===== config.mk =====
export PLATFORM = sky130hd
export DESIGN_NAME = axil_pwm_regs
export DESIGN_NICKNAME = d
export VERILOG_FILES = /design/src/rtl/axil_pwm_pkg.sv /design/src/rtl/axil_pwm_core.sv /design/src/rtl/axil_pwm_regs.sv
export SDC_FILE = /design/constraint.sdc
export NUM_CORES = 1
export LEC_CHECK = 0
export CAP_MARGIN = 20
export CORE_MARGIN = 4
export CORE_UTILIZATION = 51
export DETAILED_ROUTE_END_ITERATION = 10
export PLACE_DENSITY_LB_ADDON = 0.12
export SYNTH_ARGS = -nofsm -noshare
export SYNTH_HDL_FRONTEND = slang
export SYNTH_SLANG_ARGS = --single-unit

===== constraint.sdc =====
create_clock -name s00_axi_aclk -period 6.3 [get_ports s00_axi_aclk]
set_input_delay 1.575 -clock s00_axi_aclk [delete_from_list [all_inputs] [get_ports s00_axi_aclk]]
set_output_delay 1.575 -clock s00_axi_aclk [all_outputs]
set_load 0.005 [all_outputs]

===== src/rtl/axil_pwm_pkg.sv =====
// Shared definitions for the AXI4-Lite PWM register block.
//   - register byte offsets within the 16-byte window
//   - CTRL bit positions
//   - AXI response codes
//   - reset values of PERIOD and DUTY
//   - write-channel FSM state type and a byte-lane merge helper
package axil_pwm_pkg;

  localparam logic [3:0] ADDR_CTRL   = 4'h0;
  localparam logic [3:0] ADDR_PERIOD = 4'h4;
  localparam logic [3:0] ADDR_DUTY   = 4'h8;
  localparam logic [3:0] ADDR_STATUS = 4'hC;

  localparam int CTRL_EN_BIT  = 0;
  localparam int CTRL_INV_BIT = 1;

  localparam logic [1:0] RESP_OKAY   = 2'b00;
  localparam logic [1:0] RESP_SLVERR = 2'b10;

  localparam logic [31:0] PERIOD_RST = 32'h0000_FFFF;
  localparam logic [31:0] DUTY_RST   = 32'h0000_8000;

  // COLLECT: waiting for AW and/or W; UPDATE: both held, register file
  // written on this edge; RESP: B channel valid until bready.
  typedef enum logic [1:0] {
    WR_COLLECT = 2'd0,
    WR_UPDATE  = 2'd1,
    WR_RESP    = 2'd2
  } wr_state_e;

  // Replace only the bits selected by mask (one 8-bit run per strobe).
  function automatic logic [31:0] merge_bytes(input logic [31:0] old_val,
                                              input logic [31:0] new_val,
                                              input logic [31:0] mask);
    return (old_val & ~mask) | (new_val & mask);
  endfunction

endpackage


===== src/rtl/axil_pwm_core.sv =====
// Single-channel PWM generator.
//   s00_axi_aclk   : clock (rising edge)
//   s00_axi_areset : asynchronous active-high reset
//   en, inv        : CTRL.EN / CTRL.INV
//   period, duty   : programmed PERIOD / DUTY register values
//   cnt            : current counter value (STATUS readback)
//   pwm_out        : registered output, one cycle behind cnt
// Build option AXIL_PWM_SHADOW_EN: period/duty are treated as shadow values
// and only copied into the active compare values on the wrap cycle or while
// disabled. Without it the programmed values are used directly.
module axil_pwm_core
  import axil_pwm_pkg::*;
(
  input  logic        s00_axi_aclk,
  input  logic        s00_axi_areset,
  input  logic        en,
  input  logic        inv,
  input  logic [31:0] period,
  input  logic [31:0] duty,
  output logic [31:0] cnt,
  output logic        pwm_out
);

  logic [31:0] cnt_reg, cnt_next;
  logic [31:0] p_act, d_act;
  logic        wrap;
  logic        raw;
  logic        pwm_reg;

`ifdef AXIL_PWM_SHADOW_EN
  logic [31:0] p_reg, d_reg;

  // Loading while disabled means the first enabled period already uses the
  // latest programmed values.
  always_ff @(posedge s00_axi_aclk or posedge s00_axi_areset) begin
    if (s00_axi_areset) begin
      p_reg <= PERIOD_RST;
      d_reg <= DUTY_RST;
    end else if (!en || wrap) begin
      p_reg <= period;
      d_reg <= duty;
    end
  end

  assign p_act = p_reg;
  assign d_act = d_reg;
`else
  assign p_act = period;
  assign d_act = duty;
`endif

  // >= rather than == so a PERIOD lowered below the running count wraps
  // immediately instead of running on to 2^32.
  assign wrap = (cnt_reg >= p_act);
  assign raw  = en & (cnt_reg < d_act);

  always_comb begin
    cnt_next = cnt_reg + 32'd1;
    if (!en || wrap) begin
      cnt_next = '0;
    end
  end

  always_ff @(posedge s00_axi_aclk or posedge s00_axi_areset) begin
    if (s00_axi_areset) begin
      cnt_reg <= '0;
      pwm_reg <= 1'b0;
    end else begin
      cnt_reg <= cnt_next;
      pwm_reg <= raw ^ inv;
    end
  end

  assign cnt     = cnt_reg;
  assign pwm_out = pwm_reg;

endmodule


===== src/rtl/axil_pwm_regs.sv =====
// AXI4-Lite responder with four 32-bit registers driving axil_pwm_core.
//   0x0 CTRL (EN bit0, INV bit1), 0x4 PERIOD, 0x8 DUTY, 0xC STATUS (RO, cnt)
// Ports: s00_axi_* AXI4-Lite slave (aclk, areset async active-high,
// AW/W/B/AR/R channels), pwm_out registered PWM output.
// AW and W are captured independently into holding registers; the register
// file is written the edge after both are held, then B is presented.
// Reads load RDATA/RRESP on the AR handshake edge. Accesses with any address
// bit at or above bit 4 set get SLVERR and have no effect.
// Build option AXIL_PWM_SHADOW_EN: PERIOD/DUTY become shadow registers that
// the core picks up at the end of a period (see axil_pwm_core).
module axil_pwm_regs
  import axil_pwm_pkg::*;
#(
  parameter int C_S00_AXI_DATA_WIDTH = 32,
  parameter int C_S00_AXI_ADDR_WIDTH = 14
) (
  input  logic                              s00_axi_aclk,
  input  logic                              s00_axi_areset,
  input  logic [C_S00_AXI_ADDR_WIDTH-1:0]   s00_axi_awaddr,
  input  logic [2:0]                        s00_axi_awprot,
  input  logic                              s00_axi_awvalid,
  output logic                              s00_axi_awready,
  input  logic [C_S00_AXI_DATA_WIDTH-1:0]   s00_axi_wdata,
  input  logic [C_S00_AXI_DATA_WIDTH/8-1:0] s00_axi_wstrb,
  input  logic                              s00_axi_wvalid,
  output logic                              s00_axi_wready,
  output logic [1:0]                        s00_axi_bresp,
  output logic                              s00_axi_bvalid,
  input  logic                              s00_axi_bready,
  input  logic [C_S00_AXI_ADDR_WIDTH-1:0]   s00_axi_araddr,
  input  logic [2:0]                        s00_axi_arprot,
  input  logic                              s00_axi_arvalid,
  output logic                              s00_axi_arready,
  output logic [C_S00_AXI_DATA_WIDTH-1:0]   s00_axi_rdata,
  output logic [1:0]                        s00_axi_rresp,
  output logic                              s00_axi_rvalid,
  input  logic                              s00_axi_rready,
  output logic                              pwm_out
);

  localparam int AW = C_S00_AXI_ADDR_WIDTH;

  // Held low through reset and for the first cycle after so no handshake
  // can complete while the block is still coming out of reset.
  logic ready_en_reg;

  logic          aw_held_reg, w_held_reg;
  logic [AW-1:0] awaddr_reg;
  logic [31:0]   wdata_reg;
  logic [3:0]    wstrb_reg;
  logic [31:0]   wmask;

  wr_state_e wr_state_reg, wr_state_next;
  logic      wr_update, bvalid;
  logic [1:0] bresp_reg;

  logic [1:0]  ctrl_reg;
  logic [31:0] period_reg, duty_reg;
  logic [31:0] cnt;

  logic        rvalid_reg;
  logic [31:0] rdata_reg, rd_data;
  logic [1:0]  rresp_reg;

  logic aw_hs, w_hs, b_hs, ar_hs, r_hs;
  logic wr_in_range, rd_in_range;
  logic [3:0] wr_offset, rd_offset;
  logic unused_sigs;

  assign s00_axi_awready = ready_en_reg & ~aw_held_reg & ~bvalid;
  assign s00_axi_wready  = ready_en_reg & ~w_held_reg & ~bvalid;
  assign s00_axi_arready = ready_en_reg & ~rvalid_reg;

  assign aw_hs = s00_axi_awvalid & s00_axi_awready;
  assign w_hs  = s00_axi_wvalid & s00_axi_wready;
  assign b_hs  = bvalid & s00_axi_bready;
  assign ar_hs = s00_axi_arvalid & s00_axi_arready;
  assign r_hs  = rvalid_reg & s00_axi_rready;

  assign unused_sigs = ^{s00_axi_awprot, s00_axi_arprot,
                         awaddr_reg[1:0], s00_axi_araddr[1:0]};

  always_ff @(posedge s00_axi_aclk or posedge s00_axi_areset) begin
    if (s00_axi_areset) begin
      ready_en_reg <= 1'b0;
    end else begin
      ready_en_reg <= 1'b1;
    end
  end

  // Holding registers: either channel may arrive first; both stay held
  // until the B handshake (ready is low meanwhile, so no overlap).
  always_ff @(posedge s00_axi_aclk or posedge s00_axi_areset) begin
    if (s00_axi_areset) begin
      aw_held_reg <= 1'b0;
      w_held_reg  <= 1'b0;
      awaddr_reg  <= '0;
      wdata_reg   <= '0;
      wstrb_reg   <= '0;
    end else begin
      if (b_hs) begin
        aw_held_reg <= 1'b0;
      end else if (aw_hs) begin
        aw_held_reg <= 1'b1;
        awaddr_reg  <= s00_axi_awaddr;
      end
      if (b_hs) begin
        w_held_reg <= 1'b0;
      end else if (w_hs) begin
        w_held_reg <= 1'b1;
        wdata_reg  <= s00_axi_wdata;
        wstrb_reg  <= s00_axi_wstrb;
      end
    end
  end

  // Write FSM: state register / next state / outputs.
  always_ff @(posedge s00_axi_aclk or posedge s00_axi_areset) begin
    if (s00_axi_areset) begin
      wr_state_reg <= WR_COLLECT;
    end else begin
      wr_state_reg <= wr_state_next;
    end
  end

  always_comb begin
    wr_state_next = wr_state_reg;
    case (wr_state_reg)
      WR_COLLECT: begin
        if ((aw_held_reg | aw_hs) & (w_held_reg | w_hs)) begin
          wr_state_next = WR_UPDATE;
        end
      end
      WR_UPDATE: wr_state_next = WR_RESP;
      WR_RESP: begin
        if (s00_axi_bready) begin
          wr_state_next = WR_COLLECT;
        end
      end
      default: wr_state_next = WR_COLLECT;
    endcase
  end

  always_comb begin
    wr_update = 1'b0;
    bvalid    = 1'b0;
    case (wr_state_reg)
      WR_UPDATE: wr_update = 1'b1;
      WR_RESP:   bvalid    = 1'b1;
      default: ;
    endcase
  end

  for (genvar gi = 0; gi < 4; gi++) begin : g_lane
    assign wmask[8*gi +: 8] = {8{wstrb_reg[gi]}};
  end

  assign wr_in_range = (awaddr_reg[AW-1:4] == '0);
  assign wr_offset   = {awaddr_reg[3:2], 2'b00};

  always_ff @(posedge s00_axi_aclk or posedge s00_axi_areset) begin
    if (s00_axi_areset) begin
      bresp_reg  <= RESP_OKAY;
      ctrl_reg   <= '0;
      period_reg <= PERIOD_RST;
      duty_reg   <= DUTY_RST;
    end else if (wr_update) begin
      bresp_reg <= wr_in_range ? RESP_OKAY : RESP_SLVERR;
      if (wr_in_range) begin
        case (wr_offset)
          ADDR_CTRL:   ctrl_reg   <= (ctrl_reg & ~wmask[1:0]) | (wdata_reg[1:0] & wmask[1:0]);
          ADDR_PERIOD: period_reg <= merge_bytes(period_reg, wdata_reg, wmask);
          ADDR_DUTY:   duty_reg   <= merge_bytes(duty_reg, wdata_reg, wmask);
          default: ;  // STATUS is read-only
        endcase
      end
    end
  end

  assign s00_axi_bvalid = bvalid;
  assign s00_axi_bresp  = bresp_reg;

  // Read path. The mux sees pre-update register values, so a read that
  // lands on the same edge as a write update returns the old contents.
  assign rd_in_range = (s00_axi_araddr[AW-1:4] == '0);
  assign rd_offset   = {s00_axi_araddr[3:2], 2'b00};

  always_comb begin
    rd_data = '0;
    case (rd_offset)
      ADDR_CTRL:   rd_data = {30'b0, ctrl_reg};
      ADDR_PERIOD: rd_data = period_reg;
      ADDR_DUTY:   rd_data = duty_reg;
      ADDR_STATUS: rd_data = cnt;
      default:     rd_data = '0;
    endcase
  end

  always_ff @(posedge s00_axi_aclk or posedge s00_axi_areset) begin
    if (s00_axi_areset) begin
      rvalid_reg <= 1'b0;
      rdata_reg  <= '0;
      rresp_reg  <= RESP_OKAY;
    end else if (ar_hs) begin
      rvalid_reg <= 1'b1;
      rdata_reg  <= rd_in_range ? rd_data : 32'h0;
      rresp_reg  <= rd_in_range ? RESP_OKAY : RESP_SLVERR;
    end else if (r_hs) begin
      rvalid_reg <= 1'b0;
    end
  end

  assign s00_axi_rvalid = rvalid_reg;
  assign s00_axi_rdata  = rdata_reg;
  assign s00_axi_rresp  = rresp_reg;

  axil_pwm_core u_core (
    .s00_axi_aclk   (s00_axi_aclk),
    .s00_axi_areset (s00_axi_areset),
    .en             (ctrl_reg[CTRL_EN_BIT]),
    .inv            (ctrl_reg[CTRL_INV_BIT]),
    .period         (period_reg),
    .duty           (duty_reg),
    .cnt            (cnt),
    .pwm_out        (pwm_out)
  );

endmodule


**Word-level counts from Yosys, hierarchy flattened**

Cells that the tools add are included.

- Output and inout bits: 42
- Input port bits: 77
- Logic and storage cells: 90
- Register bits after elaboration: 191

- Bitwise operators: 30
- Reduce and logical (&&, ||, !) cells: 16
- Equality and inequality tests: 9
- Multiplexer cells: 16
- Add/subtract/negate cells: 1
- Magnitude comparators: 2

Operator list:

| operator | number |
|---|---|
| 32-bit case mux with 4 select lines | 1 |
| 32-bit AND | 3 |
| 32-bit two-way mux | 2 |
| 32-bit bitwise OR | 2 |
| 32-bit by 1-bit adder with 32-bit output, second input constant | 1 |
| 32-bit greater-or-equal comparator | 1 |
| 32-bit less-than comparator | 1 |
| 32-bit NOT | 1 |
| 10-bit logical NOT | 2 |
| 1-bit AND | 12 |
| 3-bit AND reduction | 3 |
| 2-bit equality test, second input constant | 4 |
| 4-bit logical NOT | 2 |
| 1-bit two-way mux | 8 |
| 2-bit two-way mux | 4 |
| 2-bit by 1-bit equality test with 1-bit output, second input constant | 3 |
| 2-bit case mux with 3 select lines | 1 |
| 2-bit AND reduction | 3 |
| 2-bit nonzero test | 3 |
| 1-bit NOT | 5 |
| 2-bit AND | 2 |
| 2-bit inequality test, second input constant | 2 |
| 2-bit logical NOT | 1 |
| 2-bit NOT | 1 |
| 5 further kinds | 6 |

**Longest topological paths before layout**

- Word-level depth: 9
- Depth in mapped cells: 8
- Gate-level depth less buffers: 7

**Modules after synthesis**

Synthesis repeated with hierarchy kept, for this count alone.

- Cell total of the unflattened synthesis: 869
- Area total of the unflattened synthesis: 10070.9 um2

Modules (own cells, without submodules):

| module | times used | cells an instance | area an instance (um2) |
|---|---|---|---|
| axil_pwm_regs | 1 | 480 | 6602.6 |
| axil_pwm_core | 1 | 389 | 3468.3 |

**Least setup slack after synthesis**

Ideal clock, no wire load.

- Path type: input to register
- Start point: input port s00_axi_araddr[2]
- End point: register rdata_reg[29] (netlist: s00_axi_rdata[29])
- Data arrival time: 2.593 ns
- Cell stages on the path: 5
- Path buffers: 2
- Data required time: 6.216 ns
- Slack: 3.623 ns
- Library setup time: 0.084 ns
- Cells stage by stage: clkbuf_1 > nor2b_1 > clkbuf_1 > a22oi_1 > o21ai_0

- Cells in the longest elaborated chain, start to end: 3
- Elaborated cells between the ends (all ways): 6
- Those cells by class: 3 x eq/ne; 2 x mux; 1 x reduce/logical

RTL lines:

| item | RTL line | source |
|---|---|---|
| start: declaration | axil_pwm_regs.sv:30 | `input logic [C_S00_AXI_ADDR_WIDTH-1:0] s00_axi_araddr,` |
| 2-bit equality test (tied with other cells) | axil_pwm_regs.sv:190 | `case (rd_offset)` |
| 32-bit case mux with 4 select lines (*) | axil_pwm_regs.sv:190 |  |
| 32-bit two-way mux (*) | axil_pwm_regs.sv:206 | `rdata_reg <= rd_in_range ? rd_data : 32'h0;` |
| end signal: assignment | axil_pwm_regs.sv:206 |  |
| end: declaration | axil_pwm_regs.sv:62 | `logic [31:0] rdata_reg, rd_data;` |

Every way passes the cells marked *; elsewhere a longest branch is shown, timed or not.
A chain may end at the register's enable or synchronous reset.

**Worst setup path in the final report**

- Start point: input port s00_axi_araddr[2]
- End point: register rdata_reg[20] (netlist: s00_axi_rdata[20])

Same word-level chain as after synthesis.

==> results.txt <==
- The max-slew violation total from the final report was 0.
- Worst Setup Path Type: primary input to flip-flop
* Leakage power: 0.004998 uW
- Post-synthesis share of cell area spent on and, or, nand and nor gates: 0.1067
- Via count of the first global-routing pass: ~7000
- For this design the ratio of total power to cell area is about 260 nW/um^2.
- Layout cells sized above 1: 0.2012
* Detailed-placement wirelength estimate: 14.58 mm
* Routability congestion estimate: 0.8099
* Library cell used as clock root buffer: sky130_fd_sc_hd__clkbuf_16
- Clock transition time at the flip-flop clock pins of the worst setup and hold paths: 80 ps
- Layout-stage area growth over the synthesis result: 19.27%
- Clock insertion delay at the later pin of the skew report: between 400 and 500 ps
- STA classifies the critical path startpoint as a primary input.
- Multiplexer share of the synthesized area: 0.1368
- The tree built by TritonCTS fans out to between 150 and 200 sinks.
- # nets final: 1127
- In this run, synthesis produced a sequential element count of between 150 and 200.
* Total of max-cap violations: 0
* Worst voltage drop across the vdd grid: approximately 180 uV
* Data arrival time of the worst path: 3740 ps
* Register-to-register path setup slack: about 3900 ps
- TritonCTS built the clock tree.
- Number of standard cells after synthesis: 886
- The first global-routing pass estimated approximately 35 mm of wire.
- For this run, design rule violations remaining after detail routing come to 0.
- The path class of the tightest hold or removal check is flip-flop to flip-flop.
- Number of flops mapped to enable cells by yosys: 0
- Endpoint of the worst setup timing path: s00_axi_rdata[20]$_DFFE_PP0P_
- Largest buffer count on any clock path: 2
* GRT Residual Overflow: 0
* Xor/xnor cell area share of the yosys netlist: 0.02690
- The number of antenna violations at the first check in global routing is 0.
- Adder-cell area share of the yosys netlist: 0.08199
- In the global route stage, overall resource usage came out at 0.1988.
* Seq/Total Area, Yosys: 0.4813
- The number of different library cells used by synthesis comes to 56.
- Post-CTS setup buffers: 0
- Via density: between 5 and 6
* Area leader, netlist: sky130_fd_sc_hd__dfrtp_1
* Total power after layout: 3021 uW
* CTS buffer count: 17
* Largest family of logic cells by synthesized area: multiplexers
* Outcome: complete, no violations
- Wire per inst: around 17 um
* CP startpoint: s00_axi_araddr[2]
- After floorplanning, the core was divided into 50 placement rows.
* 1st-pass router iterations: 4
* Post-synth design cell area: approximately 9800 sq um
* Required time at the endpoint of the critical path: roughly 6700 ps
* Average size of a mapped cell: ~11 sq um
* Total wire length after detailed routing: between 20 and 25 mm
- DRC marker count from the first detailed-route iteration: roughly 340
- Max Fanout on Critical Path: between 60 and 70
* Measured slew at the worst slew-check pin: approximately 1000 ps
- Ratio of final minimum period to clock period: 0.5390
* Top FF cell, synth: sky130_fd_sc_hd__dfrtp_1
- Relative max-transition margin: 0.3328
* Largest net degree at the start of global routing: between 70 and 80
* Origin of the critical flop-to-flop path: u_core.cnt[29]$_DFF_PP0_
* Final TNS setup: 0 ps
- Proportion of synthesized flip-flops having asynchronous set or reset: 1.000
* Minimum period implied by the final worst setup slack: about 3400 ps
* RSZ-0062 raised after global routing: false
- The endpoint identified for the worst register-to-register timing path is u_core.cnt[28]$_DFF_PP0_.
- From bottom edge to top edge, the die measures 146.4 um.
- The share of synthesized area in the top cell type comes to 0.4356.
* Area of the die: roughly 21000 sq um
- Post-synthesis compound-gate area fraction: 0.1212
- Max Clk Rate: roughly 300 MHz
- DR vias: 6874
- Final hold vios: 0
- Level count of the clock H-tree: 4
- Number of buffers inserted by hold repair at cts: 0
- 0 antenna diodes ended up in the layout.
- Port buffering added roughly 110 buffers.
* Biggest area contributors in the synthesized netlist: sky130_fd_sc_hd__dfrtp_1, sky130_fd_sc_hd__mux2_2, sky130_fd_sc_hd__ha_1
- Measured along the x axis, the die boundary spans between 100 and 150 um.
* Starting density of the core: 0.5204
- Gates resized during post-CTS repair numbered 0.
- The worst register-to-register path has a depth of 6.
* Core area: about 19000 sq um
- Number of warnings issued by yosys: 0
- Count of boundary I/O pins: 119
* Clock Skews: between 10 and 15 ps
- Kind of capture point of the worst setup path: flip-flop
- Remaining antenna violation count: 0
- # setup viols final: 0
cells by family after synthesis:
| kind of cell | count (synthesis) |
|---|---|
| adder cells (fa/ha/maj) | 64 |
| AND/OR/NAND/NOR | 190 |
| XOR/XNOR | 30 |
| other | 2 |
| AO/OA/AOI/OAI | 186 |
| buffers and inverters | 111 |
| multiplexers | 116 |
| flip-flops | 187 |
final cells by class:
cell class,count,area [sq um]
Fill cell,1579,7119
Sequential cell,187,4701
Multi-Input combinational cell,589,4652
Timing Repair Buffer,117,1139
Clock buffer,17,425.4
Tap cell,234,292.8
Inverter,74,281.5
Clock inverter,15,157.7
layer usage:
layer / global-route usage / vias to the layer above / routed length [um]
met5: 0 / - / 0
met4: 0.05315 / 0 / 298
met3: 0.05400 / 22 / 1066
met2: 0.3172 / 143 / 9563
met1: 0.2701 / 3352 / 9759
li1: - / 3357 / -
worst min-delay path by stage:
stage	cells past startpoint	to	startpoint	slack [ps]
2_1_floorplan	1	wr_state_reg[0]$_DFFE_PP0P_	wr_state_reg[0]$_DFFE_PP0P_	420
3_5_place_dp	1	wr_state_reg[0]$_DFFE_PP0P_	wr_state_reg[0]$_DFFE_PP0P_	450
3_3_place_gp	1	wr_state_reg[0]$_DFFE_PP0P_	wr_state_reg[0]$_DFFE_PP0P_	440
6_report	1	wr_state_reg[0]$_DFFE_PP0P_	wr_state_reg[0]$_DFFE_PP0P_	460
5_1_grt	1	wr_state_reg[0]$_DFFE_PP0P_	wr_state_reg[0]$_DFFE_PP0P_	480
4_1_cts	1	wr_state_reg[0]$_DFFE_PP0P_	wr_state_reg[0]$_DFFE_PP0P_	460
cells in the mapped netlist (all sizes together) (3+ instances only):
| library cell | number |
|---|---|
| dfrtp | 170 |
| mux2 | 114 |
| nand2 | 95 |
| inv | 74 |
| o21ai | 73 |
| ha | 64 |
| a211oi | 37 |
| a22oi | 30 |
| clkbuf | 27 |
| nand4 | 26 |
| a21oi | 24 |
| xor2 | 21 |
| dfstp | 17 |
| nor2 | 16 |
| nand3 | 15 |
| buf | 10 |
| nor4 | 10 |
| xnor2 | 9 |
| nor2b | 5 |
| and3 | 4 |
| nor3 | 4 |
| o21a | 4 |
| a21o | 3 |
| and2 | 3 |
| and4 | 3 |
| o211ai | 3 |
| or3 | 3 |
metrics by stage:
stage	utilization	area, sq um	hold WS [ps]	setup WS [ps]	cells
CTS	0.6207	11650	463.4	2900	1233
finish	0.6207	11650	458.0	2904	1233
floorplan	-	9774	416.8	2332	887
global placement	0.5896	11070	438.3	2478	1201
global route	0.6207	11650	480.1	2676	1233
detailed placement	0.5896	11070	450.9	2448	1201
placed cells by master (no fill, tap or decap), types with 4 or more instances in the layout:
master                            netlist  layout
sky130_fd_sc_hd__a211oi_1              34      34
sky130_fd_sc_hd__a21oi_1               24      24
sky130_fd_sc_hd__a22oi_1               30      30
sky130_fd_sc_hd__and3_1                 4       4
sky130_fd_sc_hd__buf_4                  2      11
sky130_fd_sc_hd__clkbuf_16              0      17
sky130_fd_sc_hd__clkdlybuf4s50_1        0     105
sky130_fd_sc_hd__clkinv_4               0       5
sky130_fd_sc_hd__dfrtp_1              170     170
sky130_fd_sc_hd__dfstp_2               17      17
sky130_fd_sc_hd__ha_1                  64      64
sky130_fd_sc_hd__inv_1                 74      73
sky130_fd_sc_hd__inv_8                  0       4
sky130_fd_sc_hd__mux2_2               110     110
sky130_fd_sc_hd__nand2_1               87      87
sky130_fd_sc_hd__nand2_2                8       8
sky130_fd_sc_hd__nand3_1               14      14
sky130_fd_sc_hd__nand4_1               24      24
sky130_fd_sc_hd__nor2_1                16      16
sky130_fd_sc_hd__nor2b_1                5       4
sky130_fd_sc_hd__nor3_1                 4       4
sky130_fd_sc_hd__nor4_1                 6       6
sky130_fd_sc_hd__nor4_4                 4       4
sky130_fd_sc_hd__o21a_1                 4       4
sky130_fd_sc_hd__o21ai_0               72      72
sky130_fd_sc_hd__xnor2_1                9       9
sky130_fd_sc_hd__xor2_1                21      21
where the power goes:
group | internal, uW | switching (uW) | leakage, uW | total, uW
logic | 241 | 185 | 0.00228 | 427
clock network | 562 | 504 | 0.000286 | 1070
registers | 1380 | 150 | 0.00243 | 1530
total | 2180 | 839 | 0.00500 | 3020
critical path: stages:
cell	delay, ps
sky130_fd_sc_hd__buf_2	750
sky130_fd_sc_hd__nor2b_2	760
sky130_fd_sc_hd__buf_4	350
sky130_fd_sc_hd__a22oi_1	110
sky130_fd_sc_hd__o21ai_0	180
Note: power is estimated with default switching activity, not from simulation.
